### src/rtl/alu_pkg.sv
// Opcode map and condition helpers shared by decode and execute.
// Latency: none (constants and pure functions only).
// Backpressure: not applicable.
package alu_pkg;

  localparam logic [3:0] OP_ADD  = 4'b0000;
  localparam logic [3:0] OP_SUB  = 4'b0001;
  localparam logic [3:0] OP_AND  = 4'b0010;
  localparam logic [3:0] OP_OR   = 4'b0011;
  localparam logic [3:0] OP_XOR  = 4'b0100;
  localparam logic [3:0] OP_SLL  = 4'b0101;
  localparam logic [3:0] OP_SRL  = 4'b0110;
  localparam logic [3:0] OP_SRA  = 4'b0111;
  localparam logic [3:0] OP_BEQZ = 4'b1000;
  localparam logic [3:0] OP_BNEZ = 4'b1001;
  localparam logic [3:0] OP_BLTZ = 4'b1010;
  localparam logic [3:0] OP_BGEZ = 4'b1011;
  localparam logic [3:0] OP_SLT  = 4'b1100;
  localparam logic [3:0] OP_SLTU = 4'b1101;
  localparam logic [3:0] OP_SEQ  = 4'b1110;
  localparam logic [3:0] OP_SLE  = 4'b1111;

  // Branches occupy the 10xx quadrant of the opcode space.
  function automatic logic is_branch(input logic [3:0] op);
    return op[3:2] == 2'b10;
  endfunction

  // Only ADD and SUB report a meaningful signed overflow.
  function automatic logic is_addsub(input logic [3:0] op);
    return op[3:1] == 3'b000;
  endfunction

  // Pick the ALU flag that decides a branch; non-branches never take.
  function automatic logic br_cond(input logic [3:0] op, input logic eqz,
                                   input logic nez, input logic ltz,
                                   input logic gez);
    logic taken;
    taken = 1'b0;
    if (is_branch(op)) begin
      case (op[1:0])
        2'b00:   taken = eqz;
        2'b01:   taken = nez;
        2'b10:   taken = ltz;
        default: taken = gez;
      endcase
    end
    return taken;
  endfunction

endpackage

### src/rtl/alu_issue_stage.sv
// One elastic pipeline register with a generic payload.
// Latency: 1 cycle from upstream accept to downstream valid.
// Backpressure: up_rdy = !dn_vld | dn_rdy, so a full stage passes stall upstream combinationally.
module alu_issue_stage #(
  parameter int W = 8
) (
  input  logic         clk,
  input  logic         rst_n,
  input  logic         up_vld,
  output logic         up_rdy,
  input  logic [W-1:0] up_dat,
  output logic         dn_vld,
  input  logic         dn_rdy,
  output logic [W-1:0] dn_dat
);

  assign up_rdy = !dn_vld || dn_rdy;

  // Load on upstream handshake, empty on downstream handshake, otherwise hold.
  always_ff @(posedge clk or negedge rst_n) begin
    if (!rst_n) begin
      dn_vld <= 1'b0;
      dn_dat <= '0;
    end else if (up_vld && up_rdy) begin
      dn_vld <= 1'b1;
      dn_dat <= up_dat;
    end else if (dn_rdy) begin
      dn_vld <= 1'b0;
    end
  end

endmodule

### src/rtl/alu_issue_ctrl.sv
// Execute-stage controller: issue register feeds the ALU, result register feeds writeback.
// Latency: accept at edge N, out_valid after edge N+1; 1 op/cycle sustained.
// Backpressure: full valid/ready; in_ready depends combinationally on out_ready.
module alu_issue_ctrl
  import alu_pkg::*;
#(
  parameter int DW = 16,
  parameter int RW = 3,
  parameter int CW = 8
) (
  input  logic          clk,
  input  logic          rst_n,
  input  logic          in_valid,
  output logic          in_ready,
  input  logic [3:0]    in_op,
  input  logic [DW-1:0] in_a,
  input  logic [DW-1:0] in_b,
  input  logic [RW-1:0] in_rd,
  output logic [DW-1:0] alu_a,
  output logic [DW-1:0] alu_b,
  output logic [3:0]    alu_op,
  input  logic [DW-1:0] alu_out,
  input  logic          alu_ofl,
  input  logic          alu_eqz,
  input  logic          alu_nez,
  input  logic          alu_ltz,
  input  logic          alu_gez,
  output logic          out_valid,
  input  logic          out_ready,
  output logic [DW-1:0] out_result,
  output logic [RW-1:0] out_rd,
  output logic          out_wr_en,
  output logic          out_br_taken,
  output logic          out_ofl,
  output logic [CW-1:0] ofl_count
);

  typedef struct packed {
    logic [3:0]    op;
    logic [DW-1:0] a;
    logic [DW-1:0] b;
    logic [RW-1:0] rd;
  } iss_t;

  typedef struct packed {
    logic [DW-1:0] result;
    logic [RW-1:0] rd;
    logic          wr_en;
    logic          br_taken;
    logic          ofl;
  } res_t;

  iss_t i_d, i_q;
  res_t r_d, r_q;
  logic i_valid;
  logic r_valid;
  logic r_adv;

  assign i_d = '{op: in_op, a: in_a, b: in_b, rd: in_rd};

  alu_issue_stage #(.W($bits(iss_t))) u_stage_i (
    .clk    (clk),
    .rst_n  (rst_n),
    .up_vld (in_valid),
    .up_rdy (in_ready),
    .up_dat (i_d),
    .dn_vld (i_valid),
    .dn_rdy (r_adv),
    .dn_dat (i_q)
  );

  // Branches compare A against zero, so B is forced to zero for them.
  assign alu_op = i_q.op;
  assign alu_a  = i_q.a;
  assign alu_b  = is_branch(i_q.op) ? '0 : i_q.b;

  // Turn the raw ALU outputs into the writeback record for the op in stage I.
  always_comb begin
    r_d          = '0;
    r_d.rd       = i_q.rd;
    r_d.wr_en    = !is_branch(i_q.op);
    r_d.result   = is_branch(i_q.op) ? '0 : alu_out;
    r_d.br_taken = br_cond(i_q.op, alu_eqz, alu_nez, alu_ltz, alu_gez);
    r_d.ofl      = is_addsub(i_q.op) && alu_ofl;
  end

  alu_issue_stage #(.W($bits(res_t))) u_stage_r (
    .clk    (clk),
    .rst_n  (rst_n),
    .up_vld (i_valid),
    .up_rdy (r_adv),
    .up_dat (r_d),
    .dn_vld (r_valid),
    .dn_rdy (out_ready),
    .dn_dat (r_q)
  );

  assign out_valid    = r_valid;
  assign out_result   = r_q.result;
  assign out_rd       = r_q.rd;
  assign out_wr_en    = r_q.wr_en;
  assign out_br_taken = r_q.br_taken;
  assign out_ofl      = r_q.ofl;

  // Count retired overflowing ADD/SUB, sticking at all-ones.
  always_ff @(posedge clk or negedge rst_n) begin
    if (!rst_n) begin
      ofl_count <= '0;
    end else if (out_valid && out_ready && out_ofl && (ofl_count != {CW{1'b1}})) begin
      ofl_count <= ofl_count + 1'b1;
    end
  end

endmodule

### config.mk
export PLATFORM = sky130hd
export DESIGN_NAME = alu_issue_ctrl
export DESIGN_NICKNAME = d
export VERILOG_FILES = /design/src/rtl/alu_pkg.sv /design/src/rtl/alu_issue_stage.sv /design/src/rtl/alu_issue_ctrl.sv
export SDC_FILE = /design/constraint.sdc
export NUM_CORES = 1
export LEC_CHECK = 0
export BUFFER_PORTS_ARGS = -buffer_cell sky130_fd_sc_hd__buf_2
export CORE_MARGIN = 1.5
export CORE_UTILIZATION = 43
export CTS_CLUSTER_DIAMETER = 80
export CTS_CLUSTER_SIZE = 10
export DETAILED_ROUTE_END_ITERATION = 7
export PLACE_DENSITY_LB_ADDON = 0.2
export SLEW_MARGIN = 20
export SYNTH_ARGS = -nofsm -noshare
export SYNTH_HDL_FRONTEND = slang
export SYNTH_HIERARCHICAL = 1
export SYNTH_SLANG_ARGS = --single-unit
### constraint.sdc
create_clock -name clk -period 1.6 [get_ports clk]
set_clock_uncertainty 0.2 [all_clocks]
set_input_delay 0.16 -clock clk [delete_from_list [all_inputs] [get_ports clk]]
set_output_delay 0.16 -clock clk [all_outputs]
set_load 0.005 [all_outputs]
==> results.toml, run 1 <==
[layout]
fillers = 555
num-nets-final = 485
instances_no_fill = 524
regArea_um2 = 1780
antenna_cells = 0
area_delta_synth_final_pct = 54.9
multi_input_area_um2 = 1380
layout-drive-gt1-share_pct = 56.7

[clock_network]
clk_latency_ps = 330
cts_buffer_depth = 2
clock-root-buffer = "clkbuf_8"
cts_buffers = 9
htree_levels = 3
cts_sinks = 71
clkSlewWorstSetupHoldPaths_ps = 70
cts_tree = "yes"

[critical_path]
critPathKind = "flop to primary output"
critPathLaunchType = "flop"
ff2ff_setup_slack_ps = 20
crit_path_end = "alu_b[7]"
r2r_end = "u_stage_r/dn_dat[1]"
crit_required_ps = 1240
cp-startpoint = "u_stage_i/dn_dat[37]"
path_cells = "nand2b_4 > buf_12 > and2_1 > buf_2"
reg2reg_depth = 3
worstPathArrival_ps = 1320
crit_path_max_incr_delay_ps = 390
cp_slowest_cell = "dfrtp_1"
end_kind = "primary output"
critPathMaxFanout = 17
r2r_start = "u_stage_i/dn_dat[35]"

[drt]
drt_iter0_drc = 57
avgViaCountPerCell = 4.68
first_pass_iters = 4
wl_um = 7630
route.detailed.drc = 0
wl_per_cell_um = 14.6
dr_total_vias = 2452
final_antenna_net_count = 0

[timing]
finalSetupViolCount = 16
slew_headroom_pct = 73.6
slew_viol_final = 0
hold_viol = 0
period_share_pct = 105
fmax_mhz = 596
fin_hold_ws_ps = 117
worstMarginPinSlew_ps = 396
setup_ws_ps = -77.6
grt_setup_unrepaired = "yes"
period_minus_slack_ps = 1680

[pwr]
power.density_nw_per_um2 = 1100
ir_drop_mv = 0.525
leakagePower_nw = 2.46

[synth]
ys_seq_area_share_pct = 55.5
syn_inst = 215
yosysMostFrequentCell = "dfrtp_1"
syn_avg_cell_area_um2 = 14.9
synth_top_area_cell = "dfrtp_1"
syn_nets = 280
synth-warning-count = 6
yosys-top-cells-count = "dfrtp_1 (71), and2_1 (32), mux2_2 (32)"
netlist_area_um2 = 3200
yosysUniqueCellTypes = 35
async_flop_share_pct = 100
synth_area_leaders = "dfrtp_1 (56%), mux2_4 (14%), mux2_2 (11%)"
ys_seq_elements = 71
yosysTopAreaCellShare_pct = 55.5
synth_ff_type = "dfrtp_1"
synth_edf_count = 0

[hold_path]
hold_class = "primary input to flop"
min_from = "out_ready"

[grt]
overflow = 0
grt_pass1_wl_um = 11500
grt_pass1_vias = 2482
grt_antenna_before_repair = 0
grt_max_degree = 72
grt.total_usage_pct = 19.2

[run_status]
failed_checks = "setup timing"
status = "finished, violations left"

[floorplan]
die_x_um = 89.3
start_util_pct = 44.4
fp.coreArea_um2 = 7210
boundaryPins = 132
die_y_um = 89.3
fp-row-count = 31
die_area_um2 = 7970

[placed_design]
post-place-ws_ps = 22.0
port_buffers = 131
globalplace.congestion = 0.828
hpwl_um = 4560
dpl.cell_count = 449

[flow_run]
max_cap_viol_count = 0
[worst min path at each step]
stage	end	slack, ps	cells past startpoint
global route	u_stage_i/dn_vld	130	4
global placement	ofl_count[0]	3	2
CTS	u_stage_i/dn_vld	80	4
detailed placement	ofl_count[0]	6	2
finish	u_stage_i/dn_vld	120	4
floorplan	ofl_count[0]	-340	0
[metrics by stage]
step	util, %	setup TNS, ps	power [mW]	instance area (um2)
final	68.7	-1110	5.45	4960
after global routing	68.7	-2100	5.76	4960
after CTS	67.6	-1510	5.44	4870
after detailed placement	55.8	0	3.55	4030
after global placement	55.8	0	3.52	4030
after floorplan	-	-276	2.96	3200
[worst max-delay path: cells and delay by family (launching register included)]
kind / cells / cell delay (ps)
flip-flops: 1 / 390
AND/OR/NAND/NOR: 2 / 320
buffers and inverters: 2 / 270
[sequential cells by signal, summed over array words and instances, names as in the netlist]
name              cells
u_stage_i/dn_vld      1
ofl_count             8
u_stage_r/dn_dat     22
u_stage_i/dn_dat     39
u_stage_r/dn_vld      1
[final cells by class]
cell class | instances | area share [%]
Multi-Input combinational cell | 133 | 27.7
Sequential cell | 71 | 35.9
Tap cell | 99 | 2.50
Inverter | 2 | 0.151
Clock inverter | 6 | 2.17
Clock buffer | 10 | 2.78
Timing Repair Buffer | 203 | 28.8
[cells by family after synthesis]
logic type,after synthesis,share of synthesized area (%)
flip-flops,71,55.5
XOR/XNOR,2,0.547
AND/OR/NAND/NOR,58,11.9
buffers and inverters,11,3.01
multiplexers,67,27.4
AO/OA/AOI/OAI,5,1.17
adder cells (fa/ha/maj),1,0.391
[routing by layer]
layer	GRT usage, %	routed length [um]	up-vias
li1	-	-	1152
met1	22.4	3140	1195
met2	33.8	3880	91
met3	4.34	448	14
met4	8.53	161	0
met5	0	0	-
[report_power, final]
group / internal (mW) / switching, mW / leakage (nW)
Clock: 1.07 / 0.661 / 0.122
Combinational: 0.911 / 0.520 / 1.48
Sequential: 2.10 / 0.181 / 0.852
[placed cells by master, fill, tap and decap left out, types with 2 or more instances in the layout]
cell type      instances
bufinv_16              3
nand2b_4               3
dfrtp_1               70
inv_1                  2
nor2_1                 2
nand2b_1               2
nor3_2                 3
dlygate4sd3_1         57
buf_4                  9
and2_4                 3
and2_1                29
and3_1                 2
nand2_4                2
nand2_1                3
mux2_1                 4
buf_12                 4
mux2_2                32
xnor2_1                2
nand3_1                3
buf_6                  4
buf_2                128
mux2_4                30
clkbuf_8              10
clkinv_2               2
[repair_timing]
item / CTS / global route
pin swaps: 0 / 2
gates cloned: 0 / 1
setup buffers: 1 / 0
endpoints found under the hold margin: 127 / 0
hold buffers: 57 / 0
resized for setup: 5 / 13
setup endpoints to repair: 16 / 48
No activity file was read; power rests on OpenSTA's default activity.
==> run 2: changes to the inputs <==
==> constraint.sdc (replaced) <==
create_clock -name clk -period 1.4 [get_ports clk]
set_clock_uncertainty 0.2 [all_clocks]
set_input_delay 0.14 -clock clk [delete_from_list [all_inputs] [get_ports clk]]
set_output_delay 0.14 -clock clk [all_outputs]
set_load 0.005 [all_outputs]
==> run 2 against run 1 <==
Net effect: sequential share of layout area down 5.0 points; first-iteration DRC count down 18%; the flow still finishes with violations (setup timing); final cell count up 8.2%; utilization up 11 points; wire length up 22%; global-route usage up 3.2 points; largest power group unchanged; flip-flop and latch count unchanged; hold slack worse by 62 ps; register-to-register slack worse by 230 ps.
==> results.toml, run 2 (synthesis results as in run 1) <==
[run_status]
status = "finished, violations left"
failed_checks = "setup timing"

[critical_path]
reg2reg_depth = 4
critPathMaxFanout = 10
critPathKind = "flop to primary output"
worstPathArrival_ps = 1290
crit_required_ps = 1060
critPathLaunchType = "flop"
end_kind = "primary output"

[grt]
grt.total_usage_pct = 22.4
grt_antenna_before_repair = 0
grt_pass1_vias = 2740
grt_pass1_wl_um = 13300
overflow = 0
grt_max_degree = 39

[drt]
dr_total_vias = 2617
avgViaCountPerCell = 4.62
wl_per_cell_um = 16.4
final_antenna_net_count = 0
route.detailed.drc = 0
wl_um = 9290
first_pass_iters = 4
drt_iter0_drc = 47

[clock_network]
htree_levels = 3
clock-root-buffer = "clkbuf_8"
clk_latency_ps = 330
clkSlewWorstSetupHoldPaths_ps = 80
cts_buffers = 9
cts_tree = "yes"
cts_sinks = 71
cts_buffer_depth = 2

[timing]
fmax_mhz = 614
fin_hold_ws_ps = 54.9
period_minus_slack_ps = 1630
worstMarginPinSlew_ps = 330
grt_setup_unrepaired = "yes"
tns_ps = -15270
hold_viol = 0
setup_ws_ps = -228
period_share_pct = 116
slew_viol_final = 0
slew_headroom_pct = 78.0
finalSetupViolCount = 90

[flow_run]
max_cap_viol_count = 0

[floorplan]
die_area_um2 = 7970
die_y_um = 89.3
fp.coreArea_um2 = 7210
boundaryPins = 132
die_x_um = 89.3
start_util_pct = 44.4
fp-row-count = 31

[layout]
layout_commonest_cell = "buf_2"
top_regs = "u_stage_i/dn_dat (39), u_stage_r/dn_dat (22), ofl_count (8)"
largest_register_ffs = 39
antenna_cells = 0
final_cell_mix = "buf_2 (114), dfrtp_1 (66), mux2_4 (65), dlygate4sd3_1 (57), buf_6 (40)"
num-nets-final = 528
fillers = 429
area_delta_synth_final_pct = 80.6
regMostFlops = "u_stage_i/dn_dat"
layout-drive-gt1-share_pct = 66.5

[pwr]
leakagePower_nw = 2.94
power.density_nw_per_um2 = 1150
ir_drop_mv = 0.772

[hold_path]
hold_class = "primary input to async pin"

[placed_design]
port_buffers = 131
hpwl_um = 5020
post-place-ws_ps = -188
globalplace.congestion = 0.726
-- run 2: cell types whose count changed in the layout (fill, tap and decap cells not counted), sizes merged --
cell / change
bufinv: -2
clkinv: +1
buf: +40
clkbuf: +1
nand2b: +2
clkinvlp: +1
-- run 2: repair_timing --
item / in CTS / in global routing
pin swaps: 13 / 17
setup endpoints to repair: 88 / 93
hold buffers: 57 / 0
setup buffers: 6 / 15
resized for setup: 79 / 44
endpoints found under the hold margin: 127 / 0
cloned: 2 / 3
-- run 2: final timing paths --
kind                                              to                 start  slack, ps
worst max-delay path                       alu_b[10]  u_stage_i/dn_dat[37]       -230
worst max register to register          ofl_count[1]          ofl_count[0]       -210
worst min register to register  u_stage_r/dn_dat[20]  u_stage_r/dn_dat[20]        310
min in group clk                 u_stage_r/dn_dat[0]               alu_ofl        130
max in group asynchronous               ofl_count[4]                 rst_n        410
worst min-delay path                    ofl_count[6]                 rst_n         50
-- run 2: cell type report --
class | count | area (um2) | share of cell area, %
well taps | 99 | 124 | 2.14
inverters | 2 | 7.51 | 0.130
flip-flops and latches | 71 | 1780 | 30.9
repair buffers | 244 | 2020 | 34.9
multi-input cells | 135 | 1650 | 28.6
clock buffers | 10 | 138 | 2.38
clock inverters | 6 | 60.1 | 1.04
-- run 2: critical path, stage by stage, from the launching register on --
cell and delay [ps]:
dfrtp_1 380, nand2b_4 170, buf_12 140, and2_1 150, buf_2 120
-- run 2: routing by layer --
layer	share of wire, %	up-vias	global-route usage, %	routed length, um
met2	52	88	39.5	4860
met1	42	1278	27.4	3880
met5	0	-	0	0
met4	1.0	0	7.27	96
met3	4.9	11	4.71	454
li1	-	1240	-	-
-- run 2: power breakdown --
| part | leakage, nW | total (mW) | switching [mW] | internal, mW |
|---|---|---|---|---|
| combinational | 1.99 | 2.37 | 0.782 | 1.59 |
| sequential | 0.846 | 2.64 | 0.241 | 2.40 |
| clock | 0.0981 | 1.64 | 0.773 | 0.862 |
-- run 2: through the flow --
| stage | util, % | total power [mW] | area, um2 | std cells |
|---|---|---|---|---|
| 3_5_place_dp | 59.2 | 4.20 | 4270 | 471 |
| 3_3_place_gp | 59.2 | 4.16 | 4270 | 471 |
| 6_report | 80.1 | 6.65 | 5780 | 567 |
| 4_1_cts | 75.6 | 6.38 | 5450 | 552 |
| 2_1_floorplan | - | 3.44 | 3250 | 215 |
| 5_1_grt | 80.1 | 6.99 | 5780 | 567 |
